`src/rtl/uart_tx.sv`:
```
// rtl/uart_tx.sv - buffered UART transmitter: byte FIFO feeding an 8N1 / 8E1 serialiser
module uart_tx #(
  parameter real CLK_FREQUENCY = 102.1e6,
  parameter int  BAUD_RATE     = 115200,
  parameter int  IF_PARITY     = 0,
  parameter int  FIFO_DEPTH    = 16
) (
  input  logic       clk_i,
  input  logic       rst_i,
  input  logic       wr_i,
  input  logic [7:0] data_i,
  output logic       full_o,
  output logic       busy_o,
  output logic       uart_tx_o
);

  // Truncated division so bit timing matches the receiver exactly.
  localparam int CPB  = $rtoi(CLK_FREQUENCY / BAUD_RATE);
  localparam int CW   = (CPB > 1) ? $clog2(CPB) : 1;
  localparam int AW   = (FIFO_DEPTH > 1) ? $clog2(FIFO_DEPTH) : 1;
  localparam int CNTW = AW + 1;

  typedef enum logic [2:0] {
    S_IDLE   = 3'd0,
    S_START  = 3'd1,
    S_DATA   = 3'd2,
    S_PARITY = 3'd3,
    S_STOP   = 3'd4
  } state_t;

  logic [7:0]      mem [FIFO_DEPTH];
  logic [AW-1:0]   wr_ptr;
  logic [AW-1:0]   rd_ptr;
  logic [CNTW-1:0] count;
  logic            fifo_empty;
  logic            fifo_full;
  logic            push;
  logic            pop;
  logic [7:0]      head;

  state_t          state_q;
  state_t          state_d;
  logic [CW-1:0]   baud_cnt;
  logic            baud_wrap;
  logic [2:0]      bit_cnt;
  logic [7:0]      shreg;
  logic            par_q;
  logic            tx_q;
  logic            tx_d;

  assign fifo_empty = (count == '0);
  assign fifo_full  = (count == CNTW'(FIFO_DEPTH));
  // A write against a full FIFO is lost even if a pop frees a slot this cycle.
  assign push       = wr_i && !fifo_full;
  assign head       = mem[rd_ptr];
  assign baud_wrap  = (baud_cnt == CW'(CPB - 1));

  assign full_o    = fifo_full;
  assign busy_o    = (state_q != S_IDLE) || !fifo_empty;
  assign uart_tx_o = tx_q;

  // FIFO pointers and occupancy
  always_ff @(posedge clk_i or negedge rst_i) begin
    if (!rst_i) begin
      wr_ptr <= '0;
      rd_ptr <= '0;
      count  <= '0;
    end else begin
      if (push) wr_ptr <= wr_ptr + AW'(1);
      if (pop)  rd_ptr <= rd_ptr + AW'(1);
      case ({push, pop})
        2'b10:   count <= count + CNTW'(1);
        2'b01:   count <= count - CNTW'(1);
        default: count <= count;
      endcase
    end
  end

  // FIFO storage, no reset needed since occupancy guards every read
  always_ff @(posedge clk_i) begin
    if (push) mem[wr_ptr] <= data_i;
  end

  // FSM state register
  always_ff @(posedge clk_i or negedge rst_i) begin
    if (!rst_i) state_q <= S_IDLE;
    else        state_q <= state_d;
  end

  // FSM next state and FIFO pop decision
  always_comb begin
    state_d = state_q;
    pop     = 1'b0;
    case (state_q)
      S_IDLE: begin
        if (!fifo_empty) begin
          pop     = 1'b1;
          state_d = S_START;
        end
      end
      S_START:  if (baud_wrap) state_d = S_DATA;
      S_DATA: begin
        if (baud_wrap && bit_cnt == 3'd7)
          state_d = (IF_PARITY != 0) ? S_PARITY : S_STOP;
      end
      S_PARITY: if (baud_wrap) state_d = S_STOP;
      S_STOP: begin
        if (baud_wrap) begin
          if (!fifo_empty) begin
            pop     = 1'b1;
            state_d = S_START;
          end else begin
            state_d = S_IDLE;
          end
        end
      end
      default:  state_d = S_IDLE;
    endcase
  end

  // Next line value; only changes on baud wraps or when a frame starts
  always_comb begin
    tx_d = tx_q;
    case (state_q)
      S_IDLE:   tx_d = !pop;
      S_START:  if (baud_wrap) tx_d = shreg[0];
      S_DATA: begin
        if (baud_wrap) begin
          if (bit_cnt == 3'd7) tx_d = (IF_PARITY != 0) ? par_q : 1'b1;
          else                 tx_d = shreg[1];
        end
      end
      S_PARITY: if (baud_wrap) tx_d = 1'b1;
      S_STOP:   if (baud_wrap) tx_d = !pop;
      default:  tx_d = 1'b1;
    endcase
  end

  // Baud/bit counters, shift register, parity and registered line
  always_ff @(posedge clk_i or negedge rst_i) begin
    if (!rst_i) begin
      baud_cnt <= '0;
      bit_cnt  <= '0;
      shreg    <= '0;
      par_q    <= 1'b0;
      tx_q     <= 1'b1;
    end else begin
      tx_q <= tx_d;
      if (state_q == S_IDLE || baud_wrap) baud_cnt <= '0;
      else                                baud_cnt <= baud_cnt + CW'(1);
      if (pop) begin
        shreg <= head;
        par_q <= ^head;
      end else if (state_q == S_DATA && baud_wrap) begin
        shreg <= shreg >> 1;
      end
      if (state_q == S_START && baud_wrap)     bit_cnt <= '0;
      else if (state_q == S_DATA && baud_wrap) bit_cnt <= bit_cnt + 3'd1;
    end
  end

endmodule

```
`config.mk`:
```
export PLATFORM = sky130hd
export DESIGN_NAME = uart_tx
export DESIGN_NICKNAME = d
export VERILOG_FILES = /design/src/rtl/uart_tx.sv
export SDC_FILE = /design/constraint.sdc
export NUM_CORES = 1
export LEC_CHECK = 0
export BUFFER_PORTS_ARGS = -buffer_cell sky130_fd_sc_hd__buf_4
export CAP_MARGIN = 20
export CORE_MARGIN = 2
export CORE_UTILIZATION = 35
export DETAILED_ROUTE_END_ITERATION = 7
export GPL_TIMING_DRIVEN = 0
export PLACE_DENSITY = 0.59
export SLEW_MARGIN = 20
export SYNTH_ARGS = -nofsm -noshare
export SYNTH_HDL_FRONTEND = slang
export SYNTH_SLANG_ARGS = --single-unit
```
`constraint.sdc`:
```
create_clock -name clk_i -period 3.1 [get_ports clk_i]
set_input_delay 0.155 -clock clk_i [delete_from_list [all_inputs] [get_ports clk_i]]
set_output_delay 0.155 -clock clk_i [all_outputs]
set_load 0.05 [all_outputs]
```
-- After elaboration in Yosys (flattened, before gate mapping)
Memory sizes are Yosys's and may differ from the RTL's.
Cells that the tools add are included.
- register bits: 38
- bits in writable memories: 128
- output and inout bits: 3
- logic and storage cells: 71
- memories: 1
- memories (name ; words ; width ; rd ports ; clocked after Yosys merged registers in ; write ports ; line ; RTL):
    mem ; 16 ; 8 ; 1 ; 0 ; 1 ; 31 ; logic [7:0] mem [FIFO_DEPTH];
- add/subtract/negate cells: 6
- equal/unequal tests: 15
- muxes and demuxes: 24
- reductions and logical operators: 17
- operators with widths (kind ; count):
    two-way mux 3 bit ; 7
    two-way mux 8 bit ; 2
    case mux 3 bit (5 select lines) ; 1
    inequality test 2 bit, second input constant ; 6
    adder 10 x 1 -> 10 bit, second input constant ; 1
    equality test 10 bit, second input constant ; 1
    two-way mux 1 bit ; 10
    two-way mux 10 bit ; 1
    case mux 5 bit (2 select lines) ; 1
    adder 4 x 1 -> 4 bit, second input constant ; 2
    equality test 3 x 2 -> 1 bit, second input constant ; 2
    equality test 3 bit, second input constant ; 2
    nonzero test 2 bit ; 3
    adder 5 x 1 -> 5 bit, second input constant ; 1
    equality test 5 bit, second input constant ; 1
    zero test 5 bit ; 1
    case mux 1 bit (5 select lines) ; 1
    AND reduction 5 bit ; 1
    subtractor 5 x 1 -> 5 bit, second input constant ; 1
    logical AND 1 bit ; 4
    AND reduction 4 bit ; 1
    adder 3 x 1 -> 3 bit, second input constant ; 1
    equality test 3 x 1 -> 1 bit, second input constant ; 1
    zero test 1 bit ; 3
    other kinds (6) ; 7

-- Logic depth before layout (Yosys ltp)
- word-level depth: 7
- depth in mapped cells: 14
- gate-level depth less buffers: 12

-- Worst setup path after synthesis
OpenSTA, ideal clock, no wires.
- path kind: register to register
- start: register count[1]
- end: register count[4]
- setup time: 128 ps
- arrival time: 2621 ps
- required time: 2972 ps
- path slack: 351 ps
- stages on the path, launching flop included: 14
- period minus slack after synthesis: 2749 ps
- cell sequence: dfrtp_1 -> buf_6 -> or4_4 -> o21ai_2 -> a21oi_2 -> buf_6 -> ha_1 -> clkbuf_1 -> xor2_1 -> ha_1 -> and3b_1 -> o21ai_0 -> a21oi_1 -> xor2_1
- cells in the longest elaborated chain, start to end: 6
- RTL lines (what ; line ; RTL):
    start, declared ; 34 ; logic [CNTW-1:0] count;
    start signal, assigned ; 72 ; 2'b10: count <= count + CNTW'(1);
    start signal, assigned ; 73 ; 2'b01: count <= count - CNTW'(1);
    start signal, assigned ; 74 ; default: count <= count;
    zero test 5 bit ; 51 ; assign fifo_empty = (count == '0);
    two-way mux 1 bit ; 96, 109 ;
    two-way mux 1 bit ; 108 ; if (baud_wrap) begin
    case mux 1 bit (2 select lines) ; 94 ; case (state_q)
    equality test 2 x 1 -> 1 bit or equality test 2 bit (tied branches) ; 71 ; case ({push, pop})
    case mux 5 bit (2 select lines) or nonzero test 2 bit (tied branches) ; -- ;
Several ways; a longest one is shown, not always the timed one.
A chain may end at the register's enable or synchronous reset.

-- Final worst setup path
- start: register baud_cnt[1]
- end: register count[4]
- cells in the longest elaborated chain, start to end: 5
- RTL lines (what ; line ; RTL):
    start, declared ; 43 ; logic [CW-1:0] baud_cnt;
    start signal, assigned ; 150 ; else baud_cnt <= baud_cnt + CW'(1);
    equality test 10 bit * ; 56 ; assign baud_wrap = (baud_cnt == CW'(CPB - 1));
    two-way mux 1 bit * ; 108 ;
    case mux 1 bit (2 select lines) * ; 94 ;
    equality test 2 x 1 -> 1 bit or equality test 2 bit (tied branches) ; 71 ;
    case mux 5 bit (2 select lines) or nonzero test 2 bit (tied branches) ; -- ;
Every way passes the cells marked *; elsewhere a longest branch is shown, timed or not.

==> results.py <==
metrics = {
    "yosys": {
        "synth_fa_ha_area_frac": 0.02157,
        "ys.flop_type": "edfxtp_1",
        "synth_seq_area_share": 0.6890,
        "synth_warnings": 0,
        "synth_fp_nets": 436,
        "synth.distinct_cells": 46,
        "syn_area_per_cell_sq_um": 16.85,
        "synth_cells": 413,
        "synth-simple-area-share": 0.06148,
        "synthXorXnorAreaFrac": 0.02642,
        "async_reset_ff_frac": 0.2289,
        "synth_edf_count": 128,
        "synth_seq_cells": 166,
        "synth_top_family_by_area": "multiplexers",
        "synth_compound_area_frac": 0.04853,
        "synth_area_sq_um": 6960,
        "synthMuxAreaShare": 0.1328,
    },
    "floorplanning": {
        "die_area_sq_um": 21030,
        "ios": 14,
        "initial_core_util": 0.3576,
        "die_height_um": 145.0,
        "core_area_sq_um": 19460,
        "die_w_um": 145.0,
        "row_count": 51,
    },
    "sta": {
        "fin_crit_ns": 2.833,
        "grt_setup_unrepaired": "no",
        "slew_violations": 0,
        "setup_slack_ns": 0.2673,
        "finalHoldViolations": 0,
        "setup-violations-final": 0,
        "maxSlewHeadroom": 0.3327,
        "fmax_ghz": 0.3530,
        "fin_crit_sh": 0.9138,
        "fin_skew_ns": 0.009788,
        "worst_pin_slew_ns": 0.9973,
        "final.setup.tns_ns": 0,
    },
    "clock_tree": {
        "root_buffer": "clkbuf_16",
        "clockBufferDepth": 2,
        "tritoncts": "built",
        "clk_pin_slew_ns": 0.06,
        "clk_latency_ns": 0.42,
        "cts_max_level": 4,
        "clock-sinks": 166,
        "numCtsBuffers": 17,
    },
    "route": {
        "drc": 0,
        "drt_wl_total_um": 13620,
        "via_per_inst": 5.025,
        "ant_nets": 0,
        "vias": 3638,
        "routedWlPerCell_um": 18.81,
        "first_pass_iters": 5,
        "initialDrtViolationCount": 270,
    },
    "final_layout": {
        "multi_input_area_sq_um": 2059,
        "fin_util": 0.4123,
        "syn_to_final_growth_pct": 15.30,
        "num-fill-cells": 1762,
        "final_common_cell": "edfxtp_1",
        "regArea_sq_um": 4796,
        "final_area_sq_um": 8025,
        "layout_common_cells": "edfxtp_1 (128), dfrtp_1 (37), nor2_1 (36), mux4_2 (32)",
        "drive_gt1_frac": 0.2113,
        "final_nets": 469,
        "antenna-diode-count": 0,
    },
    "status": {
        "status": "finished clean",
    },
    "worst_setup_path": {
        "slowest_stage": "dfrtp_1",
        "slowest_delay_ns": 0.40,
        "required_ns": 3.45,
        "endpoint_kind": "flop",
        "cp_top_family": "adder cells",
        "crit_chain": "inv_1, ha_1, and3_1, nand3_1, a21oi_4, buf_6, ha_2, xor2_1, ha_1, and3b_1, o21ai_0, a21oi_1, xor2_1",
        "path_buf_inv": 2,
        "crit_type": "flop to flop",
        "arrival_ns": 3.18,
        "cp-start-kind": "flop",
        "worstPathMaxFanout": 11,
    },
    "place": {
        "placed_area_sq_um": 7417,
        "hpwl_um": 8796,
        "io_buffers": 13,
        "gp_congestion": 0.7767,
        "pre_cts_ws_ns": 0.05575,
    },
    "worst_hold_path": {
        "hp-class": "primary input to flop",
    },
    "power": {
        "powerDensity_nw_per_um2": 875.3,
        "p_leak_uw": 0.002813,
        "vdd_drop_max_uv": 379.7,
    },
    "grt": {
        "antenna_found_initial": 0,
        "grt_pass1_wl_um": 21730,
        "grt_usage": 0.1364,
        "grt_overflow_total": 0,
        "grt_start_max_net_pins": 39,
        "grt_pass1_vias": 3843,
    },
    "job": {
        "cap_violations": 0,
    },
}
## final cells by class
class	instances	area share
timing repair buffer	15	0.01434
multi-input combinational	216	0.2566
clock buffer	20	0.05441
buffer	20	0.01232
clock inverter	12	0.01871
tap	265	0.04132
inverter	10	0.004677
sequential	166	0.5976
## stage by stage
step / hold WS (ns) / total power, uW / std cells
after floorplan: -0.1406 / 4402 / 413
after global placement: 0.1528 / 4900 / 691
after detailed placement: 0.1612 / 4979 / 692
after CTS: 0.03418 / 7093 / 725
after global routing: 0.04196 / 7385 / 724
final: 0.03656 / 7024 / 724
## synthesized netlist by cell type (2+ instances only)
library cell    n  area (sq um)
edfxtp_1      128          3844
dfrtp_1        37         925.9
nor2_1         36         135.1
mux4_2         32         720.7
a22o_1         17         148.9
mux2i_1        17         170.2
xor2_1         13         113.9
ha_1           12         150.1
nand2_1        12         45.04
clkbuf_1       10         37.54
inv_1          10         37.54
nand3_1         8         40.04
xnor2_1         8         70.07
buf_2           7         35.03
a21oi_1         6         30.03
nor3_1          6         30.03
o21ai_0         5         25.02
nand4_1         4         25.02
and2_1          3         18.77
mux2_2          3         33.78
nor2b_1         3         18.77
o31ai_1         3         22.52
o41ai_1         3         26.28
a211oi_1        2         15.01
and3_1          2         12.51
and3b_1         2         17.52
buf_1           2         7.510
buf_6           2         22.52
nand2b_1        2         12.51
nor4_1          2         12.51
## registers in the layout (all words and copies together) (netlist names)
register	flops
baud_cnt	10
bit_cnt	3
count	5
mem	128
rd_ptr	4
shreg	8
state_q	3
uart_tx_o	1
wr_ptr	4
## where the power goes
part / leakage (uW) / switching, uW / total, uW / internal, uW
Clock: 0.000274 / 841 / 2110 / 1270
Sequential: 0.00163 / 189 / 2960 / 2770
Combinational: 0.000910 / 1090 / 1960 / 868
Total: 0.00281 / 2120 / 7020 / 4900
## routing by layer
layer | up-vias | share of wire | global-route usage
met3 | 17 | 0.032 | 0.03679
met5 | - | 0 | 0
met1 | 1887 | 0.46 | 0.1797
li1 | 1672 | - | -
met4 | 0 | 0.019 | 0.04455
met2 | 62 | 0.49 | 0.2205
## final timing paths
kind,startpoint,end,slack (ns),cells past startpoint
min reg2reg,baud_cnt[0]$_DFF_PN0_,baud_cnt[0]$_DFF_PN0_,0.52,1
min in group asynchronous,rst_i,count[3]$_DFFE_PN0P_,0.24,2
min,data_i[2],mem[2][2]$_DFFE_PP_,0.04,1
max reg2reg,baud_cnt[1]$_DFF_PN0_,count[4]$_DFFE_PN0P_,0.27,13
max,baud_cnt[1]$_DFF_PN0_,count[4]$_DFFE_PN0P_,0.27,13
max in group asynchronous,rst_i,shreg[3]$_DFFE_PN0P_,2.50,2
## timing repair
action / 4_1_cts / 5_1_grt
setup endpoints to repair: 0 / 2
setup buffers: 0 / 0
resized for setup: 0 / 2
hold endpoints to repair: 37 / 0
hold buffers: 1 / 0
## logic make-up (layout without fill, tap and decap cells)
group / count (synthesis) / after routing
DFF: 166 / 166
and+or+nand+nor: 87 / 87
muxes: 52 / 52
AOI/OAI and AO/OA: 44 / 44
buffers and inverters: 31 / 77
xor gates and xnor gates: 21 / 21
adders and majority gates: 12 / 12
Power figures use the tool's default switching activity.
